### src/rtl/pattern_busy_sequencer.sv
// Two-pass scheduler for the best-1-of-5 zone sorter in the ccLUT pattern finder.
// Pass 1 captures the first CLCT. Pass 2 marks busy every zone whose candidate
// key lies within BSY_HW of the first CLCT's key, then captures the second CLCT.
//
// Ports:
//   clock, reset_n            system clock, asynchronous active-low reset
//   start                     one-cycle run request, ignored unless idle
//   bsy_ext, zone_vld         forced busy mask / candidate-present mask, latched at start
//   zone_key0..zone_key4      per-zone candidate full keys, latched at start
//   best_pat/key/subkey/bsy   sorter result
//   sort_bsy                  registered busy mask driven to the sorter
//   seq_busy                  sequencer not idle
//   clct1_*, clct2_*          first and second CLCT
//   done                      one-cycle pulse, clct outputs final
module pattern_busy_sequencer #(
  parameter int unsigned PATB     = 6,
  parameter int unsigned KEYB     = 8,
  parameter int unsigned SUBKEYB  = 10,
  parameter int unsigned SORT_LAT = 1,
  parameter int unsigned BSY_HW   = 7
) (
  input  logic               clock,
  input  logic               reset_n,
  input  logic               start,
  input  logic [4:0]         bsy_ext,
  input  logic [4:0]         zone_vld,
  input  logic [KEYB-1:0]    zone_key0,
  input  logic [KEYB-1:0]    zone_key1,
  input  logic [KEYB-1:0]    zone_key2,
  input  logic [KEYB-1:0]    zone_key3,
  input  logic [KEYB-1:0]    zone_key4,
  input  logic [PATB-1:0]    best_pat,
  input  logic [KEYB-1:0]    best_key,
  input  logic [SUBKEYB-1:0] best_subkey,
  input  logic               best_bsy,
  output logic [4:0]         sort_bsy,
  output logic               seq_busy,
  output logic               clct1_vld,
  output logic [PATB-1:0]    clct1_pat,
  output logic [KEYB-1:0]    clct1_key,
  output logic [SUBKEYB-1:0] clct1_subkey,
  output logic               clct2_vld,
  output logic [PATB-1:0]    clct2_pat,
  output logic [KEYB-1:0]    clct2_key,
  output logic [SUBKEYB-1:0] clct2_subkey,
  output logic               done
);

  typedef enum logic [1:0] {StIdle, StPass1, StPass2} state_e;

  localparam logic [2:0]    CntInit = 3'(SORT_LAT - 1);
  localparam logic [KEYB:0] BsyHw   = (KEYB + 1)'(BSY_HW);

  state_e                  state_q, state_d;
  logic [2:0]              cnt_q, cnt_d;
  logic [4:0]              sort_bsy_q, sort_bsy_d;
  logic [4:0]              bsy_ext_l_q, bsy_ext_l_d;
  logic [4:0]              zone_vld_l_q, zone_vld_l_d;
  logic [4:0][KEYB-1:0]    zone_key_l_q, zone_key_l_d;
  logic [4:0][KEYB-1:0]    zone_key_in;
  logic                    clct1_vld_q, clct1_vld_d, clct2_vld_q, clct2_vld_d;
  logic [PATB-1:0]         clct1_pat_q, clct1_pat_d, clct2_pat_q, clct2_pat_d;
  logic [KEYB-1:0]         clct1_key_q, clct1_key_d, clct2_key_q, clct2_key_d;
  logic [SUBKEYB-1:0]      clct1_sub_q, clct1_sub_d, clct2_sub_q, clct2_sub_d;
  logic                    done_q, done_d;
  logic [KEYB:0]           key_diff [5];
  logic [KEYB:0]           key_mag  [5];
  logic [4:0]              near_mask;
  logic                    cap_vld;

  assign zone_key_in = {zone_key4, zone_key3, zone_key2, zone_key1, zone_key0};
  assign cap_vld     = (best_pat != '0) && !best_bsy;

  // Zero-extend both keys so the difference is a (KEYB+1)-bit two's-complement
  // value; taking its magnitude gives a distance with no wrap at the key ends.
  always_comb begin
    near_mask = '0;
    for (int i = 0; i < 5; i++) begin
      key_diff[i]  = {1'b0, zone_key_l_q[i]} - {1'b0, best_key};
      key_mag[i]   = key_diff[i][KEYB] ? (~key_diff[i] + 1'b1) : key_diff[i];
      near_mask[i] = zone_vld_l_q[i] && (key_mag[i] <= BsyHw);
    end
  end

  always_comb begin
    state_d      = state_q;
    cnt_d        = cnt_q;
    sort_bsy_d   = sort_bsy_q;
    bsy_ext_l_d  = bsy_ext_l_q;
    zone_vld_l_d = zone_vld_l_q;
    zone_key_l_d = zone_key_l_q;
    clct1_vld_d  = clct1_vld_q;
    clct1_pat_d  = clct1_pat_q;
    clct1_key_d  = clct1_key_q;
    clct1_sub_d  = clct1_sub_q;
    clct2_vld_d  = clct2_vld_q;
    clct2_pat_d  = clct2_pat_q;
    clct2_key_d  = clct2_key_q;
    clct2_sub_d  = clct2_sub_q;
    done_d       = 1'b0;
    case (state_q)
      StIdle: begin
        if (start) begin
          bsy_ext_l_d  = bsy_ext;
          zone_vld_l_d = zone_vld;
          zone_key_l_d = zone_key_in;
          sort_bsy_d   = bsy_ext;
          clct1_vld_d  = 1'b0;
          clct2_vld_d  = 1'b0;
          cnt_d        = CntInit;
          state_d      = StPass1;
        end
      end
      StPass1: begin
        if (cnt_q != 3'd0) begin
          cnt_d = cnt_q - 3'd1;
        end else begin
          clct1_vld_d = cap_vld;
          clct1_pat_d = best_pat;
          clct1_key_d = best_key;
          clct1_sub_d = best_subkey;
          if (!cap_vld) begin
            // No first CLCT: a second pass cannot find anything either.
            clct2_vld_d = 1'b0;
            clct2_pat_d = '0;
            clct2_key_d = '0;
            clct2_sub_d = '0;
            done_d      = 1'b1;
            sort_bsy_d  = '0;
            state_d     = StIdle;
          end else begin
            sort_bsy_d = bsy_ext_l_q | near_mask;
            cnt_d      = CntInit;
            state_d    = StPass2;
          end
        end
      end
      StPass2: begin
        if (cnt_q != 3'd0) begin
          cnt_d = cnt_q - 3'd1;
        end else begin
          clct2_vld_d = cap_vld;
          clct2_pat_d = best_pat;
          clct2_key_d = best_key;
          clct2_sub_d = best_subkey;
          done_d      = 1'b1;
          sort_bsy_d  = '0;
          state_d     = StIdle;
        end
      end
      default: state_d = StIdle;
    endcase
  end

  always_ff @(posedge clock or negedge reset_n) begin
    if (!reset_n) begin
      state_q      <= StIdle;
      cnt_q        <= '0;
      sort_bsy_q   <= '0;
      bsy_ext_l_q  <= '0;
      zone_vld_l_q <= '0;
      zone_key_l_q <= '0;
      clct1_vld_q  <= 1'b0;
      clct1_pat_q  <= '0;
      clct1_key_q  <= '0;
      clct1_sub_q  <= '0;
      clct2_vld_q  <= 1'b0;
      clct2_pat_q  <= '0;
      clct2_key_q  <= '0;
      clct2_sub_q  <= '0;
      done_q       <= 1'b0;
    end else begin
      state_q      <= state_d;
      cnt_q        <= cnt_d;
      sort_bsy_q   <= sort_bsy_d;
      bsy_ext_l_q  <= bsy_ext_l_d;
      zone_vld_l_q <= zone_vld_l_d;
      zone_key_l_q <= zone_key_l_d;
      clct1_vld_q  <= clct1_vld_d;
      clct1_pat_q  <= clct1_pat_d;
      clct1_key_q  <= clct1_key_d;
      clct1_sub_q  <= clct1_sub_d;
      clct2_vld_q  <= clct2_vld_d;
      clct2_pat_q  <= clct2_pat_d;
      clct2_key_q  <= clct2_key_d;
      clct2_sub_q  <= clct2_sub_d;
      done_q       <= done_d;
    end
  end

  assign sort_bsy     = sort_bsy_q;
  assign seq_busy     = (state_q != StIdle);
  assign clct1_vld    = clct1_vld_q;
  assign clct1_pat    = clct1_pat_q;
  assign clct1_key    = clct1_key_q;
  assign clct1_subkey = clct1_sub_q;
  assign clct2_vld    = clct2_vld_q;
  assign clct2_pat    = clct2_pat_q;
  assign clct2_key    = clct2_key_q;
  assign clct2_subkey = clct2_sub_q;
  assign done         = done_q;

endmodule

### config.mk
export PLATFORM = sky130hd
export DESIGN_NAME = pattern_busy_sequencer
export DESIGN_NICKNAME = d
export VERILOG_FILES = /design/src/rtl/pattern_busy_sequencer.sv
export SDC_FILE = /design/constraint.sdc
export NUM_CORES = 1
export LEC_CHECK = 0
export ABC_AREA = 1
export BUFFER_PORTS_ARGS = -buffer_cell sky130_fd_sc_hd__buf_2
export CAP_MARGIN = 20
export CORE_ASPECT_RATIO = 0.5
export CORE_UTILIZATION = 50
export CTS_CLUSTER_SIZE = 28
export DETAILED_ROUTE_END_ITERATION = 7
export PLACE_DENSITY = 0.73
export SETUP_SLACK_MARGIN = 0.3
export SYNTH_ARGS = -nofsm -noshare
export SYNTH_HDL_FRONTEND = slang
export SYNTH_SLANG_ARGS = --single-unit
### constraint.sdc
create_clock -name clock -period 2.7 [get_ports clock]
set_clock_uncertainty 0.2 [all_clocks]
set_input_delay 0.27 -clock clock [delete_from_list [all_inputs] [get_ports clock]]
set_output_delay 0.27 -clock clock [all_outputs]
set_load 0.05 [all_outputs]
==> results.md, run 1 <==
- Slowest CP cell: fa_2
- Final Hold Vio Count: 0
- Post-synth EDFFs: 0
- Top cells by instance count after synthesis: nand2_1 (325), inv_1 (115), dfrtp_1 (111), nor2_1 (92), nand3_1 (77)
- Syn nets: around 1,100
- CP Capture Type: register
- CP endpoint: sort_bsy[1]
- GRT Total Usage: 0.259
- Max Slew Vio Count: 0
- Area Overhead vs Synth: 29.7%
- Layout net count: 1,347
- Switching share of power: 0.534
- Routability cong.: just under 0.9
- CP delay by family, top: simple AND/OR/NAND/NOR gates
- VDD IR max: about 0.5 mV
- P_leak: between 5 and 6 nW
- Max Clk Rate: about 380 MHz
- Distinct cell type count after synthesis: 37
- Area contributors post-synth: dfrtp_1 (37%), nand2_1 (16%), ha_1 (8.6%)
- Remaining Overflow, GRT: 0
- Yosys Warn Count: 0
- Combinational share of power: 0.672
- Largest net degree at the start of global routing: 66
- Crit-path cells: inv_1, ha_1, inv_2, fa_2, inv_2, ha_1, inv_1, nor2_2, nand3_1, nor2_2, nor2_1, nand2_1, nand3_1, nor2_1, nand2_1, nand2_1, nand2_1, a21oi_2
- Final setup fails: 0
- Die area: around 15,000 sq um
- Reg clk slew, reported paths: 80 ps
- Crit-path max FO: 3
- Total CTS buffers: 9
- Crit path launch: zone_key_l_q[8]
- Measured slew at the worst slew-check pin: ~1000 ps
- Critical path class: register to register
- Detailed-route via count: between 7,000 and 8,000
- Final Cycle Share: 0.974
- Share of power burned in registers: 0.221
- Tmin final: approximately 2600 ps
- Root buf cell: clkbuf_16
- Antenna fix cells: 0
- Seq/Total Area, Yosys: 0.373
- Clock buffer depth: 2
- Violated checks: design-rule violations
- Yosys top cell area share: 0.373
- Sink Count: roughly 110
- WP data arrival: approximately 2700 ps
- Hold WC Path Type: primary input to register
- Worst path max stage delay: around 430 ps
- Remaining DRCs: 2
- Number of I/O pins: 135
- WP data required: roughly 2800 ps
- Antenna Nets Post-Route: 0
- Drt initial violations: 367
- Sw Pwr: 7.02 mW
- First-pass GRT wire length: between 30,000 and 40,000 microns
- CTS tree: yes
- WL final: 19,500 microns
- Pwr Density: about 1400 nW/um^2
- Share of cells above drive strength 1: 0.244
- PortBufs: ~130
- Mean Syn Cell Area: between 7 and 8 sq um
- Cell depth of the worst setup path: 18
- Reg2reg end: sort_bsy[1]
- Site Rows: 31
- Status: finished with violations
- Worst r2r src: zone_key_l_q[8]
- Final setup margin: between 60 and 70 ps
- Clk Latency, worst-skew pair: approximately 360 ps
- Max_cap viols: 0
- Ys flop type: dfrtp_1
- H-Tree Depth: 3
- Synth Register Bits: roughly 110
- Initial Utilization: 0.513
- Most frequent cell after synthesis: nand2_1
- Die height: roughly 88 microns
- Top cell by count, worst path: nand2_1
- Final std cells w/o fill: between 1,000 and 1,500
- HPWL Detailed: roughly 14,000 microns
- R2r setup slk: 70 ps
- Initial antenna violation count: 0
- Setup crit start kind: register
- Cell taking the most area after synthesis: dfrtp_1
- Place WS: -57.3 ps
- Cell count of the worst reg-to-reg path: 18
- Cell Area, Synth: 7440 sq um
- Placed Cells: around 1,300
- Syn Inst Count: ~1,000
- Vias/cell: 5.08
- Internal power: roughly 6.1 mW
- RSZ-0062 raised after global routing: true
- WP buf/inv: 4
- Synth async-reset ratio: 1.00
- Core ar.: 14,500 sq um
- Die width: between 150 and 200 microns
- WL/cell: between 10 and 15 microns
- Clock Power Share: 0.107
- Drt first pass iters: 7
- Vias in the first global route: approximately 6,800
- Slew headroom: 0.331
-- per-stage QoR --
stage,util,setup TNS (ps),cell area [sq um],hold slack (ps),total power [mW]
after floorplan,-,0,7440,-226,9.47
after global placement,0.587,0,8520,0.739,11.0
after detailed placement,0.587,-155,8520,1.09,11.3
after CTS,0.655,0,9500,0.176,12.9
after global routing,0.665,-321,9650,10.0,14.3
final,0.665,0,9650,8.48,13.2
-- power groups by stage --
stage                     sequential [mW]  clock [mW]  combinational [mW]
after global routing                 3.00        1.51                9.84
final                                2.91        1.40                8.84
after floorplan                      4.23           0                5.24
after detailed placement             2.94           0                8.35
after global placement               2.90           0                8.12
after CTS                            2.90        1.43                8.54
-- final cells by class --
cell class	instances	area (sq um)
clock buffer	9	225
clock inverter	7	88.8
fill	1228	4860
inverter	117	442
multi-input combinational	748	4300
sequential	111	2780
tap	198	248
timing repair buffer	226	1570
-- cells in the final DEF (no fill, tap or decap), drive strengths merged, types with 3 or more instances in the layout --
master,synthesis,final
nand2,335,335
buf,5,164
inv,117,122
dfrtp,111,111
nor2,93,93
nand3,82,82
dlygate4sd3,0,62
ha,51,51
a21oi,48,48
mux2,37,37
o21ai,34,34
nand4,12,12
nand3b,11,11
o31ai,10,10
xor2,9,9
clkbuf,16,9
o21a,6,6
fa,5,5
or2,4,4
o22ai,3,3
-- repair_timing --
action | in CTS | in global routing
gates resized for setup | 19 | 39
endpoints found under the hold margin | 98 | 0
buffers inserted | 2 | 2
pin swaps | 12 | 25
setup endpoints to repair | 5 | 7
hold buffers | 62 | 0
-- cell families after synthesis --
family,count (synthesis),synth area share
AND/OR/NAND/NOR,540,0.305
buffers and inverters,138,0.0720
flip-flops,111,0.373
AO/OA/AOI/OAI,104,0.0812
adder cells (fa/ha/maj),56,0.0992
multiplexers,37,0.0560
XOR/XNOR,11,0.0129
-- sequential cells by signal (all words and copies together) (netlist names) --
register and flops:
bsy_ext_l_q 5, zone_key_l_q 40, clct1_pat 6, sort_bsy 5
state_q 2, done 1, clct2_vld 1, clct2_key 8
clct1_vld 1, clct2_subkey 10, cnt_q 3, clct1_subkey 10
clct2_pat 6, zone_vld_l_q 5, clct1_key 8
-- how the worst min path moves through the flow --
| stage | endpoint | start | cells after the start | slack, ps |
|---|---|---|---|---|
| 6_report | bsy_ext_l_q[1] | bsy_ext[1] | 3 | 8 |
| 5_1_grt | clct2_pat[0] | best_pat[0] | 3 | 10 |
| 4_1_cts | bsy_ext_l_q[1] | bsy_ext[1] | 3 | 0.2 |
| 3_5_place_dp | clct1_subkey[5] | reset_n | 1 | 1 |
| 3_3_place_gp | clct1_subkey[9] | reset_n | 1 | 0.7 |
| 2_1_floorplan | bsy_ext_l_q[0] | reset_n | 0 | -230 |
-- worst register-to-register path, cell delays in order, from the launching register on --
cell and delay, ps:
dfrtp_1 330, inv_1 50, ha_1 180, inv_2 70, fa_2 430, inv_2 70
ha_1 140, inv_1 50, nor2_2 110, nand3_1 130, nor2_2 200, nor2_1 60
nand2_1 50, nand3_1 60, nor2_1 100, nand2_1 90, nand2_1 70, nand2_1 50
a21oi_2 130
-- per-layer routing --
metal	GRT usage	up-vias	wire length, microns
met5	0	-	0
met4	0.0988	0	509
met3	0.0395	43	857
met2	0.452	203	8950
met1	0.331	3304	9210
li1	-	3638	-
(Power assumes the default switching activity.)
==> run 2: changes to the inputs <==
--- a/config.mk
+++ b/config.mk
@@ -5,7 +5,6 @@
 export SDC_FILE = /design/constraint.sdc
 export NUM_CORES = 1
 export LEC_CHECK = 0
-export ABC_AREA = 1
 export BUFFER_PORTS_ARGS = -buffer_cell sky130_fd_sc_hd__buf_2
 export CAP_MARGIN = 20
 export CORE_ASPECT_RATIO = 0.5
==> run 2 against run 1 <==
  * The flow finishes with violations (negative setup slack)
  * Die area down 5.0%
  * Utilization up 7.2 points
  * Sequential share of layout area down 1.2 points
  * Fmax down 11%
  * Sequential power about the same
  * First-iteration DRC count down 8.7%
  * Wire length up 3.0%
  * Register-to-register slack worse by 330 ps
  * Combinational power up 8.4%
  * Synthesized area down 5.1%
  * Critical endpoint is now sort_bsy[3]
  * Largest power group unchanged
==> results.md, run 2 <==
- R2r setup slk: -260 ps
- Crit-path max FO: 5
- Core ar.: 13,700 sq um
- Die width: ~170 microns
- Ys flop type: dfrtp_1
- Setup crit start kind: register
- Die area: around 15,000 sq um
- Measured slew at the worst slew-check pin: roughly 550 ps
- Detailed-route via count: about 6,800
- Drt first pass iters: 4
- Area Overhead vs Synth: 42.7%
- Mean Syn Cell Area: roughly 9.7 sq um
- RSZ-0062 raised after global routing: true
- Total CTS buffers: 9
- PortBufs: 134
- Hold slack: around 13 ps
- Synth Register Bits: between 100 and 150
- CTS tree: yes
- Syn nets: approximately 860
- Syn Inst Count: between 700 and 800
- WL final: just over 20,000 microns
- Critical path class: register to register
- Max_cap viols: 0
- WP data arrival: slightly above 3000 ps
- Largest net degree at the start of global routing: between 50 and 60
- Design Area, Final: between 10,000 and 15,000 sq um
- Initial Utilization: 0.517
- Area post-placement: between 8000 and 9000 sq um
- Largest register FFs: 40
- Yosys Warn Count: 0
- Pwr Density: between 1000 and 1500 nW/um^2
- WL/cell: roughly 16 microns
- Final Cycle Share: 1.10
- First-pass GRT wire length: 32,000 microns
- Initial antenna violation count: 0
- Final setup fails: 4
- Cell Area, Synth: roughly 7000 sq um
- Routability cong.: 0.935
- Top cells by instance count after synthesis: dfrtp_1 (111), nand2_1 (82), o21ai_0 (78), mux2_2 (70), ha_1 (51)
- Violated checks: negative setup slack
- VDD IR max: around 0.7 mV
- Top reg by flops: zone_key_l_q
- Max Slew Vio Count: 0
- CP Capture Type: register
- Most frequent cell after synthesis: dfrtp_1
- Remaining DRCs: 0
- WP data required: approximately 2800 ps
- Vias in the first global route: slightly below 7,000
- GRT Total Usage: 0.277
- Site Rows: 30
- Final std cells w/o fill: around 1,200
- Sink Count: 111
- Commonest non-fill, non-tap cells in the layout: buf_2 (133), dfrtp_1 (111), buf_4 (108)
- Slew headroom: 0.629
- Drt initial violations: ~340
- Distinct cell type count after synthesis: 75
- Area contributors post-synth: dfrtp_1 (39%), mux2_2 (11%), ha_1 (9.0%)
- Vias/cell: about 5.5
- Antenna fix cells: 0
- Hold WC Path Type: primary input to register
- Synth async-reset ratio: 1.00
- Commonest non-fill, non-tap cell in the layout: buf_2
- Remaining Overflow, GRT: 0
- Placed Cells: approximately 1,100
- Status: finished with violations
- Fin util: 0.737
- Reg2reg end: sort_bsy[3]
- Post-synth EDFFs: 0
- Worst r2r src: zone_key_l_q[24]
- H-Tree Depth: 3
- Place WS: -439 ps
- HPWL Detailed: ~14,000 microns
- Final setup margin: -261 ps
- Root buf cell: clkbuf_16
- Seq/Total Area, Yosys: 0.393
- Antenna Nets Post-Route: 0
- Yosys top cell area share: 0.393
- Tmin final: around 3000 ps
- Clk Latency, worst-skew pair: roughly 350 ps
- Number of I/O pins: 135
- Layout net count: 1,172
- Final Hold Vio Count: 0
- Reg clk slew, reported paths: around 80 ps
- Share of cells above drive strength 1: 0.385
- Max Clk Rate: 338 MHz
- P_leak: 4.69 nW
- Cell count of the worst reg-to-reg path: 13
- Crit path launch: zone_key_l_q[24]
- Clock buffer depth: 2
- CP endpoint: sort_bsy[3]
- Die height: approximately 86 microns
- Cell taking the most area after synthesis: dfrtp_1
-- run 2: final cells by class --
class | instances | area, sq um
clock buffers | 10 | 229
clock inverters | 6 | 62.6
fillers | 992 | 3590
inverters | 36 | 139
multi-input cells | 563 | 4350
flip-flops and latches | 111 | 2780
well taps | 192 | 240
repair buffers | 317 | 2280
-- run 2: metrics by stage --
stage          power (mW)  setup TNS (ps)
2_1_floorplan        8.89           -65.3
3_3_place_gp         11.3           -1260
3_5_place_dp         11.5           -1740
4_1_cts              13.3            -457
5_1_grt              14.7           -1050
6_report             13.8            -560
-- run 2: what timing repair did --
action | in CTS | in global routing
gates resized for setup | 23 | 28
hold buffers | 70 | 0
setup buffers | 7 | 5
endpoints found under the setup margin | 5 | 29
pin swaps | 19 | 23
hold endpoints to repair | 110 | 0
-- run 2: worst min path at each step --
| stage | cells past startpoint | startpoint | endpoint |
|---|---|---|---|
| floorplan | 0 | reset_n | bsy_ext_l_q[0] |
| global placement | 1 | reset_n | clct1_pat[3] |
| detailed placement | 1 | reset_n | clct2_pat[1] |
| CTS | 2 | best_pat[5] | clct1_pat[5] |
| global route | 2 | best_pat[5] | clct1_pat[5] |
| finish | 3 | best_pat[5] | clct2_pat[5] |
-- run 2: power breakdown --
group | internal (mW) | switching [mW]
Clock | 0.655 | 0.684
Sequential | 2.43 | 0.482
Combinational | 4.12 | 5.46
Total | 7.21 | 6.62
-- run 2: per-layer routing --
layer  GRT usage  routed length, microns
met2       0.496                    9630
met4      0.0696                     303
met1       0.347                    9080
met3      0.0489                    1110
met5           0                       0
-- run 2: worst max-delay path, stage by stage, from the launching register on --
cell and delay, ps:
dfrtp_1 390, inv_1 70, ha_2 170, inv_2 40, fa_2 370, a21oi_4 180
o21bai_1 120, xor2_1 160, buf_4 160, a21oi_4 190, nand4bb_1 150, o211a_1 130
a2111o_1 400, a21oi_2 140
-- run 2: logic make-up after synthesis --
family	count (synthesis)	share of synthesized area
flip-flops	111	0.393
XOR/XNOR	20	0.0248
multiplexers	72	0.114
adder cells (fa/ha/maj)	56	0.105
AO/OA/AOI/OAI	203	0.187
buffers and inverters	54	0.0298
AND/OR/NAND/NOR	212	0.146
